--- config.mk ---
export PLATFORM = sky130hd
export DESIGN_NAME = demux_8bits
export DESIGN_NICKNAME = d
export VERILOG_FILES = /design/src/rtl/demux_pkg.sv /design/src/rtl/demux_chan_reg.sv /design/src/rtl/demux_8bits.sv
export SDC_FILE = /design/constraint.sdc
export NUM_CORES = 1
export LEC_CHECK = 0
export CAP_MARGIN = 20
export CORE_MARGIN = 3
export CORE_UTILIZATION = 40
export CTS_BUF_LIST = sky130_fd_sc_hd__clkbuf_4 sky130_fd_sc_hd__clkbuf_8
export CTS_CLUSTER_SIZE = 14
export DETAILED_ROUTE_END_ITERATION = 6
export MAX_ROUTING_LAYER = met4
export PLACE_DENSITY = 0.73
export RECOVER_POWER = 50
export SYNTH_ARGS = -nofsm -noshare
export SYNTH_HDL_FRONTEND = slang
export SYNTH_SLANG_ARGS = --single-unit
--- constraint.sdc ---
create_clock -name clk -period 3.1 [get_ports clk]
set_input_delay 0.62 -clock clk [delete_from_list [all_inputs] [get_ports clk]]
set_output_delay 0.62 -clock clk [all_outputs]
set_load 0.005 [all_outputs]
--- src/rtl/demux_pkg.sv ---
// Shared constants and channel-index type for the 1-to-4 registered demux.
package demux_pkg;
  localparam int unsigned NUM_CH = 4;
  localparam int unsigned SEL_W  = 2;

  typedef logic [SEL_W-1:0] chan_idx_t;
endpackage

--- src/rtl/demux_chan_reg.sv ---
// One output channel: data register plus valid flag with load/ack handshake.
module demux_chan_reg #(
  parameter int unsigned DATA_W = 8
) (
  input  logic              clk,
  input  logic              rst,
  input  logic              load,
  input  logic              ack,
  input  logic [DATA_W-1:0] din,
  output logic [DATA_W-1:0] dout,
  output logic              valid
);

  always_ff @(posedge clk) begin
    if (rst) begin
      dout  <= '0;
      valid <= 1'b0;
    end else if (load) begin
      // a load wins over a same-cycle ack, so the channel stays full
      dout  <= din;
      valid <= 1'b1;
    end else if (ack) begin
      valid <= 1'b0;
    end
  end

endmodule

--- src/rtl/demux_8bits.sv ---
// Registered 1-to-4 demux with ready/valid input and per-channel ack.
// Optional macro DEMUX_RR_EN: ignore sel and route round-robin via a 2-bit pointer.
module demux_8bits
  import demux_pkg::*;
#(
  parameter int unsigned DATA_W = 8
) (
  input  logic                     clk,
  input  logic                     rst,
  input  logic                     in_valid,
  output logic                     in_ready,
  input  logic [DATA_W-1:0]        in_data,
  input  logic [SEL_W-1:0]         sel,
  output logic [NUM_CH*DATA_W-1:0] out_data,
  output logic [NUM_CH-1:0]        out_valid,
  input  logic [NUM_CH-1:0]        out_ack,
  output logic [7:0]               xfer_cnt
);

  chan_idx_t          tgt;
  logic               accept;
  logic [NUM_CH-1:0]  load;

`ifdef DEMUX_RR_EN
  chan_idx_t rr_ptr;

  always_ff @(posedge clk) begin
    if (rst)
      rr_ptr <= '0;
    else if (accept)
      rr_ptr <= rr_ptr + SEL_W'(1);
  end

  assign tgt = rr_ptr;
`else
  assign tgt = sel;
`endif

  assign in_ready = !out_valid[tgt] || out_ack[tgt];
  assign accept   = in_valid && in_ready;

  always_comb begin
    load      = '0;
    load[tgt] = accept;
  end

  always_ff @(posedge clk) begin
    if (rst)
      xfer_cnt <= '0;
    else if (accept)
      xfer_cnt <= xfer_cnt + 8'd1;
  end

  for (genvar k = 0; k < NUM_CH; k++) begin : g_ch
    demux_chan_reg #(
      .DATA_W(DATA_W)
    ) u_chan (
      .clk  (clk),
      .rst  (rst),
      .load (load[k]),
      .ack  (out_ack[k]),
      .din  (in_data),
      .dout (out_data[k*DATA_W +: DATA_W]),
      .valid(out_valid[k])
    );
  end

endmodule

== Word level (Yosys, flattened, before mapping) ==
Index checks and enable logic that the tools add are counted.
Word-level totals
  input port bits: 17
  logic and storage cells: 35
  output and inout bits: 45
  register bits: 44
Operators by class
  reduce and logical (&&, ||, !) cells: 8
  $add $sub $neg: 1
  bitwise logic cells: 1
  mux-type cells: 14
  $lt $le $gt $ge: 2
Operators by type and width (number)
  $mux W1: 11
  $add A8 B1 Y8 const B: 1
  $reduce_bool A2 Y1: 4
  $and A4 B4 Y4: 1
  $bmux W1 S2: 2
  $lt A2 B3 Y1 const B: 1
  $demux W1 S2: 1
  $ge A2 B1 Y1 const B: 1
  $logic_and A1 B1 Y1: 2
  $logic_not A1 Y1: 1
  $logic_or A1 B1 Y1: 1

== Longest topological paths before layout ==
Gate-level depths: netlist (run 1).
  word-level depth: 7
  depth in mapped cells: 5
  gate-level depth less buffers: 4

== Cells and area by module ==
From an unflattened synthesis (run 1), not the netlist that was laid out.
Second synthesis, totals
  cells, all modules: 178
  area total of the unflattened synthesis: 1762.9 µm²
By module, submodules not included
  demux_chan_reg: cells each 30, sequential area each 180.2 µm², area an instance 321.6 µm², times used 4
  demux_8bits: cells each 58, sequential area each 160.2 µm², area an instance 476.7 µm², times used 1

== Least setup slack after synthesis (run 1) ==
No wires, ideal clock.
  path kind: input to output
  start: in out_ack[1]
  end: out in_ready
  slack: 1085 ps
  arrival time: 1395 ps
  buffers on the path: 1
  cell stages on the path: 4
  data required time: 2480 ps
  cells stage by stage: nor2b_1 -> mux4_2 -> clkbuf_2 -> inv_1
Between the ends
  longest elaborated chain between the ends: 3
RTL lines
  start: declaration: RTL line demux_8bits.sv:16  | input logic [NUM_CH-1:0] out_ack,
  $bmux W1 S2: RTL line demux_8bits.sv:39  | assign in_ready = !out_valid[tgt] || out_ack[tgt];
  $mux W1 (implied by the code): RTL line demux_8bits.sv:39
  $logic_or A1 B1 Y1: RTL line demux_8bits.sv:39
  end: declaration: RTL line demux_8bits.sv:11  | output logic in_ready,
No other way between the ends. The select of a mux whose other input is x is not followed.

== Worst setup path in the final report (run 1) ==
  start: in out_ack[2]
  end: out in_ready
Same word-level chain as after synthesis.

==> impl_metrics.ini, run 1 <==
[grt]
grt_pass1_vias = 1330
antenna_found_initial = 0
grt_usage = 0.1672
grt_first_pass_wirelength_microns = 6520
grt-ovfl-total = 0
grt_max_degree = 44

[clocking]
holdBufCountCts = 0
ctsRootBufferMaster = clkbuf_8
cts_buffers = 5
path_clk_slew_ns = 0.08
ctsResizeCount = 0
cts_buffer_depth = 2
cts_tree = done
clk_latency_ns = 0.29
cts_sinks = 44
post_cts_buffers = 0
htree_levels = 2

[placement]
dp_hpwl_microns = 2735
place_congestion = 0.7886
port-buffer-count = 61

[power]
power_frac_seq = 0.562
p_sw_uw = 252.2
finalPower_mw = 1.057
p_comb_frac = 0.118
swShare = 0.2385
intPower_uw = 805.2
p_clk_frac = 0.320
powerDensity_mw_per_mm2 = 429.6
vdd_ir_drop_max_mv = 0.2914
p_leak_nw = 1.045

[setup_path]
endpoint_kind = primary output
critPathMaxFanout = 3
max_stage_delay_ns = 0.51
crit_type = input port to primary output
slowest_stage = clkdlybuf4s50_1
crit_arrival_ns = 2.26
worstPathRequired_ns = 2.48
rr_endpoint = xfer_cnt[7]$_SDFFE_PP0P_
r2r_start = g_ch[2].u_chan.valid$_SDFFE_PP0P_
cpMostUsedCell = clkdlybuf4s50_1
reg2reg_slack_ns = 1.18
cp_cell_sequence = clkdlybuf4s50_1 -> nor2b_4 -> mux4_2 -> inv_1 -> clkdlybuf4s50_1
cp-start-kind = input port
reg2reg_depth = 5

[route]
ant_nets = 0
dr_wl_met2_microns = 1757
dr_wl_met3_microns = 308
wl_met1_microns = 1885
drt_pass1_iterations = 4
drt-total-wl_microns = 3978
drc_errors = 0
highest_layer = met4
vias = 1435
wl_per_cell_microns = 13.86
drtIter0Drc = 61
viasPerCell = 5.000

[synth]
synth_area_per_cell_sq_um = 9.790
yosysTopAreaCellShare = 0.5083
synth.distinct_cells = 28
syn-cell-area_sq_mm = 0.001733
synthTopCellsByArea = dfxtp_1 51%, mux2i_1 18%, nor2_1 8.4%
synth_cells = 177
yosys_most_used_dff = dfxtp_1
synthArstFlopShare = 0
seq_area_frac_synth = 0.5083
ys_ff_latch = 44
synth-warning-count = 0
synth_fp_nets = 195
synth_edf_count = 0
synth_top_area_cell = dfxtp_1

[floorplanning]
rows = 23
die_y_microns = 71.82
initial_core_util = 0.4241
core-area_sq_mm = 0.004086
die_w_microns = 71.82
dieArea_sq_mm = 0.005158
io_pins = 62

[sta]
finalSetupViolCount = 0
slew_headroom = 0.5096
finClkSkew_ns = 0.007103
hold_viol = 0
fin_crit_ns = 2.881
final_max_slew_viol_count = 0
tightestPinTransition_ns = 0.7357
fmax_ghz = 0.3471
period_share = 0.9294
tns_ns = 0
grt_setup_unrepaired = false

[worst_hold_path]
min_to = g_ch[3].u_chan.dout[4]$_SDFFE_PP0P_
whs_path_depth = 2
min_path_type = register to register
hp-start = g_ch[3].u_chan.dout[4]$_SDFFE_PP0P_

[finish]
drive_gt1_frac = 0.07595
fillCellCount = 360
syn2layout_area_growth_pct = 42.02
antennaDiodeCount = 0
final_net_count = 255

[run]
max_cap_viol_count = 0

[outcome]
status = complete, no violations
==> cells in the final DEF, fill, tap and decap left out, types with 2 or more instances in the layout <==
cell / synthesis / layout
nor2b_4: 2 / 2
dfxtp_1: 44 / 44
nor2_1: 39 / 39
o21ai_0: 6 / 6
clkbuf_8: 0 / 5
inv_1: 3 / 3
clkdlybuf4s50_1: 0 / 23
or3_1: 5 / 5
or4_1: 2 / 2
nor2b_1: 3 / 3
dlygate4sd3_1: 0 / 38
clkbuf_1: 3 / 2
nand2_1: 4 / 4
a21oi_1: 8 / 8
buf_4: 4 / 4
nand4_1: 3 / 3
mux2i_1: 32 / 32
==> power groups by stage <==
stage | Combinational, mW | Sequential [mW] | Clock (mW)
after floorplan | 0.0554 | 0.608 | 0
after global placement | 0.132 | 0.608 | 0
after detailed placement | 0.132 | 0.608 | 0
after CTS | 0.133 | 0.595 | 0.352
after global routing | 0.137 | 0.597 | 0.378
final | 0.124 | 0.594 | 0.339
==> critical path: cells and delay by family <==
family / cells / cell delay [ns]
buffers and inverters: 3 / 1.08
multiplexers: 1 / 0.50
AND/OR/NAND/NOR: 1 / 0.06
==> how the worst max path moves through the flow <==
stage	startpoint	endpoint	slack, ns	depth (start not counted)
6_report	out_ack[2]	in_ready	0.22	5
5_1_grt	out_ack[2]	in_ready	0.16	5
4_1_cts	out_ack[2]	in_ready	0.20	5
3_5_place_dp	out_ack[2]	in_ready	0.22	5
3_3_place_gp	out_ack[3]	in_ready	0.22	5
2_1_floorplan	out_ack[1]	in_ready	1.08	4
==> state kept, by name, indices dropped and copies added, names as in the netlist <==
register and flops:
g_ch.u_chan.dout 32, g_ch.u_chan.valid 4, xfer_cnt 8
==> area by class of cell <==
class | count | area [sq um] | area share
clock buffer | 5 | 68.82 | 0.02796
inverter | 3 | 11.26 | 0.004575
clock inverter | 2 | 12.51 | 0.005084
tap | 50 | 62.56 | 0.02542
multi-input combinational | 116 | 777.0 | 0.3157
sequential | 44 | 880.8 | 0.3579
timing repair buffer | 67 | 648.1 | 0.2633
==> per-layer routing <==
layer	GRT usage	up-vias
met5	-	-
met4	0.04384	0
met3	0.07994	4
met2	0.2316	41
met1	0.2180	674
li1	-	716
==> synth_stat cells (2+ instances only) <==
cell type  number
a21oi_1         8
or4_1           2
dfxtp_1        44
nor2_1         39
buf_4           4
o21ai_0         6
or3_1           5
nor2b_4         2
nand2_1         4
mux2i_1        32
buf_1           2
inv_1           3
nor2b_1         3
buf_2           4
nor3_1          2
clkbuf_1        3
nand4_1         3
==> kinds of logic after synthesis <==
logic type	after synthesis	synth area share
AND/OR/NAND/NOR	66	0.1863
AO/OA/AOI/OAI	15	0.04477
flip-flops	44	0.5083
adder cells (fa/ha/maj)	1	0.007219
buffers and inverters	17	0.04910
multiplexers	34	0.2043
==> per-stage QoR <==
| stage | instances | hold slack, ns | instance area (sq um) | setup slack (ns) | utilization |
|---|---|---|---|---|---|
| after floorplan | 177 | 0.4807 | 1733 | 1.085 | - |
| after global placement | 280 | 0.4713 | 2392 | 0.2152 | 0.5854 |
| after detailed placement | 280 | 0.4846 | 2392 | 0.2181 | 0.5854 |
| after CTS | 287 | 0.5061 | 2474 | 0.1976 | 0.6053 |
| after global routing | 287 | 0.5275 | 2461 | 0.1645 | 0.6023 |
| final | 287 | 0.4915 | 2461 | 0.2188 | 0.6023 |
No activity file was read; power rests on OpenSTA's default activity.
==> run 2: changes to the inputs <==
--- a/config.mk
+++ b/config.mk
@@ -11,7 +11,6 @@
 export CTS_BUF_LIST = sky130_fd_sc_hd__clkbuf_4 sky130_fd_sc_hd__clkbuf_8
 export CTS_CLUSTER_SIZE = 14
 export DETAILED_ROUTE_END_ITERATION = 6
-export MAX_ROUTING_LAYER = met4
 export PLACE_DENSITY = 0.73
 export RECOVER_POWER = 50
 export SYNTH_ARGS = -nofsm -noshare
==> run 2 against run 1 <==
Sequential power is essentially flat. Clock skew about the same. Setup slack worse by 0.0011 ns. Die area stayed put. Critical path type unchanged. Largest power group unchanged.
==> impl_metrics.ini, run 2 (synthesis gave the netlist of run 1 again) <==
[setup_path]
endpoint_kind = primary output
worstPathRequired_ns = 2.48
crit_arrival_ns = 2.26
crit_type = input port to primary output
cp-start-kind = input port
critPathMaxFanout = 3

[route]
vias = 1424
ant_nets = 0
viasPerCell = 4.962
wl_per_cell_microns = 13.79
drtIter0Drc = 56
drt_pass1_iterations = 4
drc_errors = 0
drt-total-wl_microns = 3957

[outcome]
status = complete, no violations

[finish]
drive_gt1_frac = 0.07595
layout_common_cells = 44 x dfxtp_1, 39 x nor2_1, 38 x dlygate4sd3_1, 32 x mux2i_1, 23 x clkdlybuf4s50_1
mostFrequentLayoutCell = dfxtp_1
final_cells = 287
syn2layout_area_growth_pct = 42.02
final_net_count = 255
antennaDiodeCount = 0
largest_reg_flops = 32
regMostFlops = g_ch.u_chan.dout
reg.largest.list = g_ch.u_chan.dout (32), xfer_cnt (8), g_ch.u_chan.valid (4)
fillCellCount = 360

[sta]
fmax_ghz = 0.3469
period_share = 0.9298
tightestPinTransition_ns = 0.7518
final_max_slew_viol_count = 0
setup_ws_ns = 0.2177
tns_ns = 0
slew_headroom = 0.4988
grt_setup_unrepaired = false
finalSetupViolCount = 0
finClkSkew_ns = 0.007197
hold_viol = 0
fin_crit_ns = 2.882

[grt]
grt_max_degree = 44
grt_usage = 0.1621
grt_first_pass_wirelength_microns = 6499
gr-usage-met2 = 0.2316
antenna_found_initial = 0
top_usage_layer = met2
grt_pass1_vias = 1330
grt-ovfl-total = 0
grtUsageMet1 = 0.2136
use_met3 = 0.08555

[placement]
port-buffer-count = 61
dp_slack_ns = 0.2181
place_congestion = 0.7779
dp_hpwl_microns = 2735
dp_cells = 280

[clocking]
ctsResizeCount = 0
post_cts_buffers = 0
ctsRootBufferMaster = clkbuf_8
path_clk_slew_ns = 0.08
holdBufCountCts = 0
clk_latency_ns = 0.29
htree_levels = 2
cts_tree = done
cts_sinks = 44
cts_buffer_depth = 2
cts_buffers = 5

[power]
vdd_ir_drop_max_mv = 0.2917
powerDensity_mw_per_mm2 = 429.5
p_leak_nw = 1.045

[run]
max_cap_viol_count = 0

[floorplanning]
die_w_microns = 71.82
die_y_microns = 71.82
dieArea_sq_mm = 0.005158
core-area_sq_mm = 0.004086
rows = 23
initial_core_util = 0.4241
io_pins = 62

[worst_hold_path]
min_path_type = register to register
## run 2: path summary, 6_finish.rpt
path | cells past startpoint | from | slack, ns | to
worst max-delay path | 5 | out_ack[2] | 0.22 | in_ready
worst min-delay path | 2 | g_ch[3].u_chan.dout[4]$_SDFFE_PP0P_ | 0.49 | g_ch[3].u_chan.dout[4]$_SDFFE_PP0P_
worst max register to register | 5 | g_ch[2].u_chan.valid$_SDFFE_PP0P_ | 1.18 | xfer_cnt[7]$_SDFFE_PP0P_
worst min register to register | 2 | g_ch[3].u_chan.dout[4]$_SDFFE_PP0P_ | 0.49 | g_ch[3].u_chan.dout[4]$_SDFFE_PP0P_
## run 2: area by class of cell
| class | instances | area, sq um | share of cell area |
|---|---|---|---|
| Timing Repair Buffer | 67 | 648.1 | 0.2633 |
| Clock buffer | 5 | 68.82 | 0.02796 |
| Tap cell | 50 | 62.56 | 0.02542 |
| Clock inverter | 2 | 12.51 | 0.005084 |
| Sequential cell | 44 | 880.8 | 0.3579 |
| Inverter | 3 | 11.26 | 0.004575 |
| Multi-Input combinational cell | 116 | 777.0 | 0.3157 |
## run 2: worst max-delay path, cell delays in order
cell,delay [ns]
clkdlybuf4s50_1,0.51
nor2b_4,0.06
mux4_2,0.50
inv_1,0.08
clkdlybuf4s50_1,0.49
## run 2: per-stage QoR
stage               hold WS [ns]  utilization  cell area [sq um]  total power, mW
detailed placement        0.4846       0.5854               2392           0.7405
finish                    0.4916       0.6023               2461            1.057
floorplan                 0.4807            -               1733           0.6633
global route              0.5271       0.6023               2461            1.110
global placement          0.4713       0.5854               2392           0.7396
CTS                       0.5061       0.6053               2474            1.081
## run 2: where the power goes
part	total, mW	leakage, nW	internal [mW]	switching (mW)
Combinational	0.124	0.648	0.0696	0.0548
Sequential	0.594	0.357	0.583	0.0110
Clock	0.338	0.0400	0.153	0.186
## run 2: metal layers
metal  share of wire  vias up
met3           0.087        4
met2            0.44       43
met5               0        -
li1                -      717
met1            0.46      660
met4          0.0068        0
